### src/rtl/cpu_pkg.sv
// Shared CPU types: ALU opcodes and the dispatcher state encoding.
package cpu_pkg;

  localparam int unsigned REG_SIZE_DEF       = 8;
  localparam int unsigned RD_WIDTH_DEF       = 5;
  localparam int unsigned TIMEOUT_CYCLES_DEF = 16;

  typedef enum logic [1:0] {
    ALU_ADD = 2'd0,
    ALU_SUB = 2'd1,
    ALU_AND = 2'd2,
    ALU_OR  = 2'd3
  } alu_op_e;

  typedef enum logic [1:0] {
    IDLE   = 2'd0,
    ISSUE  = 2'd1,
    RESULT = 2'd2,
    ERROR  = 2'd3
  } dispatch_state_e;

endpackage

### src/rtl/alu_dispatch_if.sv
// Decode, ALU and writeback handshakes seen by the ALU dispatcher.
interface alu_dispatch_if
  import cpu_pkg::*;
#(
  parameter int unsigned REG_SIZE = REG_SIZE_DEF,
  parameter int unsigned RD_WIDTH = RD_WIDTH_DEF
);

  logic                dec_valid;
  logic                dec_ready;
  alu_op_e             dec_op;
  logic [REG_SIZE-1:0] dec_op1;
  logic [REG_SIZE-1:0] dec_op2;
  logic [RD_WIDTH-1:0] dec_rd;

  alu_op_e             alu_operation;
  logic [REG_SIZE-1:0] alu_op1;
  logic [REG_SIZE-1:0] alu_op2;
  logic                alu_req;
  logic                alu_done;
  logic [REG_SIZE-1:0] alu_res;

  logic                wb_valid;
  logic                wb_ready;
  logic [REG_SIZE-1:0] wb_data;
  logic [RD_WIDTH-1:0] wb_rd;
  logic                wb_err;

  logic                busy;

  // Dispatcher side
  modport master (
    input  dec_valid, dec_op, dec_op1, dec_op2, dec_rd,
    output dec_ready,
    output alu_operation, alu_op1, alu_op2, alu_req,
    input  alu_done, alu_res,
    output wb_valid, wb_data, wb_rd, wb_err,
    input  wb_ready,
    output busy
  );

  // Surrounding decode / ALU / writeback side
  modport slave (
    output dec_valid, dec_op, dec_op1, dec_op2, dec_rd,
    input  dec_ready,
    input  alu_operation, alu_op1, alu_op2, alu_req,
    output alu_done, alu_res,
    input  wb_valid, wb_data, wb_rd, wb_err,
    output wb_ready,
    input  busy
  );

endinterface

### src/rtl/alu_dispatch.sv
// Requester side of the ALU req/done handshake: issues one decoded op, waits for
// completion or timeout, and holds the result for writeback.
module alu_dispatch
  import cpu_pkg::*;
#(
  parameter int unsigned REG_SIZE       = REG_SIZE_DEF,
  parameter int unsigned RD_WIDTH       = RD_WIDTH_DEF,
  parameter int unsigned TIMEOUT_CYCLES = TIMEOUT_CYCLES_DEF
) (
  input  logic          clk,
  input  logic          rst,
  alu_dispatch_if.master bus
);

  localparam int unsigned CNT_W = (TIMEOUT_CYCLES > 1) ? $clog2(TIMEOUT_CYCLES) : 1;
  localparam logic [CNT_W-1:0] CNT_LAST = CNT_W'(TIMEOUT_CYCLES - 1);

  dispatch_state_e     state_q, state_d;
  alu_op_e             op_q;
  logic [REG_SIZE-1:0] op1_q;
  logic [REG_SIZE-1:0] op2_q;
  logic [RD_WIDTH-1:0] rd_q;
  logic [REG_SIZE-1:0] res_q;
  logic [CNT_W-1:0]    cnt_q;
  logic                req_q;
  logic                timeout;

  assign timeout = (cnt_q == CNT_LAST);

  always_ff @(posedge clk or negedge rst) begin
    if (!rst) state_q <= IDLE;
    else      state_q <= state_d;
  end

  // Done has priority over timeout when both land in the same ISSUE cycle
  always_comb begin
    state_d = state_q;
    case (state_q)
      IDLE:   if (bus.dec_valid) state_d = ISSUE;
      ISSUE: begin
        if (bus.alu_done)  state_d = RESULT;
        else if (timeout)  state_d = ERROR;
      end
      RESULT: if (bus.wb_ready) state_d = IDLE;
      ERROR:  if (bus.wb_ready) state_d = IDLE;
      default: state_d = IDLE;
    endcase
  end

  // Operand/tag capture, request line, timeout counter and result buffer
  always_ff @(posedge clk or negedge rst) begin
    if (!rst) begin
      op_q  <= ALU_ADD;
      op1_q <= '0;
      op2_q <= '0;
      rd_q  <= '0;
      req_q <= 1'b0;
      cnt_q <= '0;
      res_q <= '0;
    end else begin
      case (state_q)
        IDLE: begin
          if (bus.dec_valid) begin
            op_q  <= bus.dec_op;
            op1_q <= bus.dec_op1;
            op2_q <= bus.dec_op2;
            rd_q  <= bus.dec_rd;
            req_q <= 1'b1;
            cnt_q <= '0;
          end
        end
        ISSUE: begin
          cnt_q <= cnt_q + CNT_W'(1);
          if (bus.alu_done) begin
            res_q <= bus.alu_res;
            req_q <= 1'b0;
          end else if (timeout) begin
            res_q <= '0;
            req_q <= 1'b0;
          end
        end
        default: ;
      endcase
    end
  end

  assign bus.alu_operation = op_q;
  assign bus.alu_op1       = op1_q;
  assign bus.alu_op2       = op2_q;
  assign bus.alu_req       = req_q;
  assign bus.wb_data       = res_q;
  assign bus.wb_rd         = rd_q;

  // Handshake status decoded straight from state
  assign bus.dec_ready = (state_q == IDLE);
  assign bus.busy      = (state_q != IDLE);
  assign bus.wb_valid  = (state_q == RESULT) || (state_q == ERROR);
  assign bus.wb_err    = (state_q == ERROR);

endmodule
### src/flat_wrapper.sv
// flat-port wrapper written by rule: the top's interface ports become plain ports
module alu_dispatch_flat import cpu_pkg::*;
#(
  parameter int unsigned REG_SIZE       = REG_SIZE_DEF,
  parameter int unsigned RD_WIDTH       = RD_WIDTH_DEF,
  parameter int unsigned TIMEOUT_CYCLES = TIMEOUT_CYCLES_DEF
)
  (clk, rst, bus_dec_valid, bus_dec_op, bus_dec_op1, bus_dec_op2, bus_dec_rd, bus_dec_ready, bus_alu_operation, bus_alu_op1, bus_alu_op2, bus_alu_req, bus_alu_done, bus_alu_res, bus_wb_valid, bus_wb_data, bus_wb_rd, bus_wb_err, bus_wb_ready, bus_busy);
  alu_dispatch_if #(.REG_SIZE(REG_SIZE), .RD_WIDTH(RD_WIDTH)) bus_i ();
  input  logic clk;
  input  logic rst;
  input wire logic [$bits(bus_i.dec_valid)-1:0] bus_dec_valid;
  input wire logic [$bits(bus_i.dec_op)-1:0] bus_dec_op;
  input wire logic [$bits(bus_i.dec_op1)-1:0] bus_dec_op1;
  input wire logic [$bits(bus_i.dec_op2)-1:0] bus_dec_op2;
  input wire logic [$bits(bus_i.dec_rd)-1:0] bus_dec_rd;
  output wire logic [$bits(bus_i.dec_ready)-1:0] bus_dec_ready;
  output wire logic [$bits(bus_i.alu_operation)-1:0] bus_alu_operation;
  output wire logic [$bits(bus_i.alu_op1)-1:0] bus_alu_op1;
  output wire logic [$bits(bus_i.alu_op2)-1:0] bus_alu_op2;
  output wire logic [$bits(bus_i.alu_req)-1:0] bus_alu_req;
  input wire logic [$bits(bus_i.alu_done)-1:0] bus_alu_done;
  input wire logic [$bits(bus_i.alu_res)-1:0] bus_alu_res;
  output wire logic [$bits(bus_i.wb_valid)-1:0] bus_wb_valid;
  output wire logic [$bits(bus_i.wb_data)-1:0] bus_wb_data;
  output wire logic [$bits(bus_i.wb_rd)-1:0] bus_wb_rd;
  output wire logic [$bits(bus_i.wb_err)-1:0] bus_wb_err;
  input wire logic [$bits(bus_i.wb_ready)-1:0] bus_wb_ready;
  output wire logic [$bits(bus_i.busy)-1:0] bus_busy;
  assign bus_i.dec_valid = bus_dec_valid;
  assign bus_i.dec_op = bus_dec_op;
  assign bus_i.dec_op1 = bus_dec_op1;
  assign bus_i.dec_op2 = bus_dec_op2;
  assign bus_i.dec_rd = bus_dec_rd;
  assign bus_dec_ready = bus_i.dec_ready;
  assign bus_alu_operation = bus_i.alu_operation;
  assign bus_alu_op1 = bus_i.alu_op1;
  assign bus_alu_op2 = bus_i.alu_op2;
  assign bus_alu_req = bus_i.alu_req;
  assign bus_i.alu_done = bus_alu_done;
  assign bus_i.alu_res = bus_alu_res;
  assign bus_wb_valid = bus_i.wb_valid;
  assign bus_wb_data = bus_i.wb_data;
  assign bus_wb_rd = bus_i.wb_rd;
  assign bus_wb_err = bus_i.wb_err;
  assign bus_i.wb_ready = bus_wb_ready;
  assign bus_busy = bus_i.busy;
  alu_dispatch #(.REG_SIZE(REG_SIZE), .RD_WIDTH(RD_WIDTH), .TIMEOUT_CYCLES(TIMEOUT_CYCLES)) u_core (.clk(clk), .rst(rst), .bus(bus_i));
endmodule
### config.mk
export PLATFORM = sky130hd
export DESIGN_NAME = alu_dispatch_flat
export DESIGN_NICKNAME = d
export VERILOG_FILES = /design/src/rtl/cpu_pkg.sv /design/src/rtl/alu_dispatch_if.sv /design/src/rtl/alu_dispatch.sv /design/src/flat_wrapper.sv
export SDC_FILE = /design/constraint.sdc
export NUM_CORES = 1
export LEC_CHECK = 0
export ABC_AREA = 1
export BUFFER_PORTS_ARGS = -buffer_cell sky130_fd_sc_hd__buf_2
export CAP_MARGIN = 20
export CORE_ASPECT_RATIO = 0.5
export CORE_MARGIN = 2
export CORE_UTILIZATION = 50
export CTS_CLUSTER_SIZE = 20
export DETAILED_ROUTE_END_ITERATION = 10
export MAX_ROUTING_LAYER = met4
export PLACE_DENSITY = 0.86
export SYNTH_ARGS = -nofsm -noshare
export SYNTH_HDL_FRONTEND = slang
export SYNTH_SLANG_ARGS = --single-unit
### constraint.sdc
create_clock -name clk -period 3.46 [get_ports clk]
set_input_delay 0.692 -clock clk [delete_from_list [all_inputs] [get_ports clk]]
set_output_delay 0.692 -clock clk [all_outputs]
set_load 0.02 [all_outputs]
[After elaboration in Yosys (flattened, before gate mapping)]
Cells that the tools add are included.
Word-level totals
  flip-flop bits (word level): 38
  output and inout bits: 36
  logic and storage cells: 40
  bits of input ports: 36
Cells by class
  $add $sub $neg: 1
  equality and inequality tests: 7
  multiplexer cells: 13
  reduce and logical (&&, ||, !) cells: 11
Operators with widths (number)
  $mux 8: 2
  $mux 2: 4
  $pmux 4 s2: 1
  $pmux 2 s3: 1
  $reduce_and 2->1: 3
  $reduce_and 3->1: 2
  $reduce_bool 2->1: 3
  $add 4x1->4 const B: 1
  $eq 2x2->1 const B: 2
  $eq 4x4->1 const B: 1
  $mux 4: 1
  $mux 1: 3
  $ne 3x2->1 const B: 1
  $eq 2x1->1 const B: 1
  $logic_not 2->1: 1
  $ne 2x1->1 const B: 1
  $ne 2x2->1 const B: 1
  $pmux 1 s2: 1
  $reduce_or 2->1: 1
  $logic_or 1x1->1: 1

[Depth between registers and ports, before layout]
  depth after elaboration: 4
  depth in mapped cells: 7
  mapped depth without buffers: 7

[Worst setup path before layout]
Ideal clock, no wire load.
  kind: register to output
  from: register u_core.state_q[1]
  to: output port bus_dec_ready
  arrival time: 0.980 ns
  setup slack: 1.788 ns
  stages on the path, launching flop included: 5
  data required time: 2.768 ns
  path buffers: 1
  path through: dfrtp_1 > inv_2 > nand2_2 > inv_4 > buf_2
Between the ends
  longest elaborated chain between the ends: 1
Ends and longest elaborated chain
  start, declared: line alu_dispatch.sv:18  | dispatch_state_e state_q, state_d;
  start signal, assigned: line alu_dispatch.sv:32  | else state_q <= state_d;
  $logic_not 2->1: line alu_dispatch.sv:95  | assign bus.dec_ready = (state_q == IDLE);
  end, declared: line flat_wrapper.sv:17  | output wire logic [$bits(bus_i.dec_ready)-1:0] bus_dec_ready;
No other way between the ends.

[Worst setup path after layout]
Ends and elaborated chain as after synthesis.

==> reports/results.ini <==
[floorplan]
num_io_pins=72
start_util_pct=53.24
die_area_sq_um=3745
die_w_um=84.57
rows=14
die_y_um=44.29
core-area_sq_um=3048

[grt]
antenna_found_initial=0
grt_max_degree=39
grt_use_total_pct=20.77
overflow=0
grt_pass1_wl_um=5851
grt_pass1_vias=1385

[synthesis]
ys_seq_elements=38
synth_fa_ha_area_share_pct=0.7710
synth_cell_type_count=22
synth_top_family_by_area=simple AND/OR/NAND/NOR gates
netlist_area_sq_um=1623
synth_mux_area_share_pct=0
syn_area_per_cell_sq_um=8.820
synth_cells=184
yosysTopAreaCell=dfrtp_1
netlist.area_leader.share_pct=58.60
synthTopCellsByArea=dfrtp_1, nand2_1, nand3_1, buf_6, inv_1
synth_compound_area_share_pct=1.234
seq_area_frac_synth_pct=58.60
synthSimpleGateAreaFrac_pct=33.23
synthXorXnorAreaFrac_pct=0.5397
synth_nets=221
yosysWarnings=0

[worst_setup_path]
critical-path-top-delay-family=buffers and inverters
path_cells=inv_2 > nand2_2 > inv_4 > buf_2
rrSetupSlack_ns=2.11
crit_slowest_cell=dfrtp_1
cp.required_ns=2.77
critPathLaunchType=flip-flop
cp_max_fo=25
crit_buf_inv=3
critical_path.max_stage_delay_ns=0.46
path_class=flip-flop to output port
end_kind=output port
arrival_ns=1.35

[routing]
post_drt_via_cell_ratio=4.803
wirelength_um=3653
drtIter0Drc=78
num_vias=1412
drcViolationCount=0
ant_nets=0
avgRoutedWirePerCell_um=12.43
dr.pass1.iters=4

[place]
place_congestion=0.7246
place_area_sq_um=1977
pre_cts_ws_ns=1.722
hpwl_um=2586
portBuffers=71

[sta]
rsz0062_at_grt=false
fin_crit_sh_pct=59.09
fin_tns_setup_ns=0
fmax_mhz=489.1
fin_ws_ns=1.416
final-setup-viol-count=0
whs_ns=0.4680
report.final.slew_viol_count=0
period_needed_ns=2.044
worstMarginPinSlew_ns=0.8146
fin_worst_skew_ns=0.006951
timing.final.hold_violations=0
relSlewSlack_pct=45.70

[run_status]
status=finished, final reports clean

[power_and_ir_drop]
sw_frac_of_total_pct=45.59
pwr-share-seq_pct=38.8
power.density_nw_per_um2=966.7
p_leak_nw=1.220
pwr-share-clk_pct=13.8
netSwitchingPower_w=0.0009049
intPower_w=0.001080
ir_worst_vdd_mv=0.4309
p_comb_share_pct=47.4

[clock_tree]
cts_sinks=38
cts_resized=0
post_cts_buffers=0
clockRootBuffer=clkbuf_8
h-tree-depth=2
path_clk_slew_ns=0.06
postCtsHoldBufs=0
cts_tree=built
clk_latency_ns=0.28
cts_buffer_depth=2
cts_made_buffers=5

[final_layout]
nets=291
antenna_cells=0
area_growth_pct=26.52
drive_above_1_share_pct=33.86
fin_util_pct=67.36
fillers=261
final_area_sq_um=2053

[job]
drv_cap=0

[hold_path]
hold_path_class=flip-flop to flip-flop

-- metrics by stage --
step           power [W]  instances
2_1_floorplan   0.001425        184
3_3_place_gp    0.001674        287
3_5_place_dp    0.001719        287
4_1_cts         0.002005        294
5_1_grt         0.002131        294
6_report        0.001985        294
-- metal layers --
layer	track usage [%]	wire, um	vias to the layer above
li1	-	-	720
met1	22.21	1505	658
met2	39.69	1948	32
met3	5.037	178	2
met4	5.714	21	0
met5	-	0	-
-- state kept, by name (all words and copies together) (netlist names) --
name	cells
u_core.bus.wb_data	8
u_core.cnt_q	4
u_core.bus.alu_op1	8
u_core.state_q	2
u_core.bus.wb_rd	5
u_core.bus.alu_operation	2
u_core.bus.alu_req	1
u_core.bus.alu_op2	8
-- cell usage in the layout (no fill, tap or decap), types with 2 or more instances in the layout --
| master | instances |
|---|---|
| nand2_2 | 2 |
| clkbuf_1 | 2 |
| nand2_1 | 85 |
| nand3_1 | 29 |
| clkbuf_8 | 5 |
| nor2_4 | 2 |
| buf_2 | 71 |
| a21oi_1 | 2 |
| dfrtp_1 | 38 |
| inv_2 | 3 |
| inv_1 | 6 |
-- final timing paths --
kind,startpoint,to,cells after the start
min in group asynchronous,rst,u_core.bus.alu_op2[4],1
max in group asynchronous,rst,u_core.bus.alu_op1[7],1
worst min-delay path,u_core.bus.wb_rd[4],u_core.bus.wb_rd[4],2
worst min register to register,u_core.bus.wb_rd[4],u_core.bus.wb_rd[4],2
worst max register to register,u_core.state_q[1],u_core.cnt_q[0],6
worst max-delay path,u_core.state_q[1],bus_dec_ready,4
-- Yosys cell counts --
cell type  count
nand2_2        2
nand2_8        1
buf_1          2
buf_2          2
a21oi_1        2
inv_4          1
nand4_1        1
dfrtp_1       38
nand3_1       29
buf_6          2
o21ai_1        1
ha_1           1
nor2_1         1
xnor2_1        1
buf_4          1
o21ai_0        1
inv_2          3
inv_1          6
nor2_4         2
nand3_2        1
clkbuf_1       1
nand2_1       85
-- tightest hold or removal path, stage by stage (launching register included) --
cell	delay [ns]
dfrtp_1	0.34
nand2_1	0.05
nand2_1	0.04
-- logic make-up after synthesis --
kind of cell | after synthesis
and+or+nand+nor | 122
DFF | 38
buffers and inverters | 18
AOI/OAI and AO/OA | 4
xor gates and xnor gates | 1
adders and majority gates | 1
-- power by group through the flow --
stage	combinational (W)	sequential [W]	clock [W]
2_1_floorplan	0.000450	0.000975	0
3_3_place_gp	0.000907	0.000767	0
3_5_place_dp	0.000944	0.000775	0
4_1_cts	0.000952	0.000770	0.000283
5_1_grt	0.00103	0.000796	0.000301
6_report	0.000940	0.000771	0.000274
-- cell type report --
| cell class | count | area, sq um | share of cell area (%) |
|---|---|---|---|
| clock buffer | 7 | 76.32 | 3.717 |
| inverter | 10 | 40.04 | 1.950 |
| timing repair buffer | 71 | 355.3 | 17.31 |
| sequential | 38 | 950.9 | 46.31 |
| multi-input combinational | 128 | 580.6 | 28.28 |
| tap | 40 | 50.05 | 2.438 |
Power figures use the tool's default switching activity.
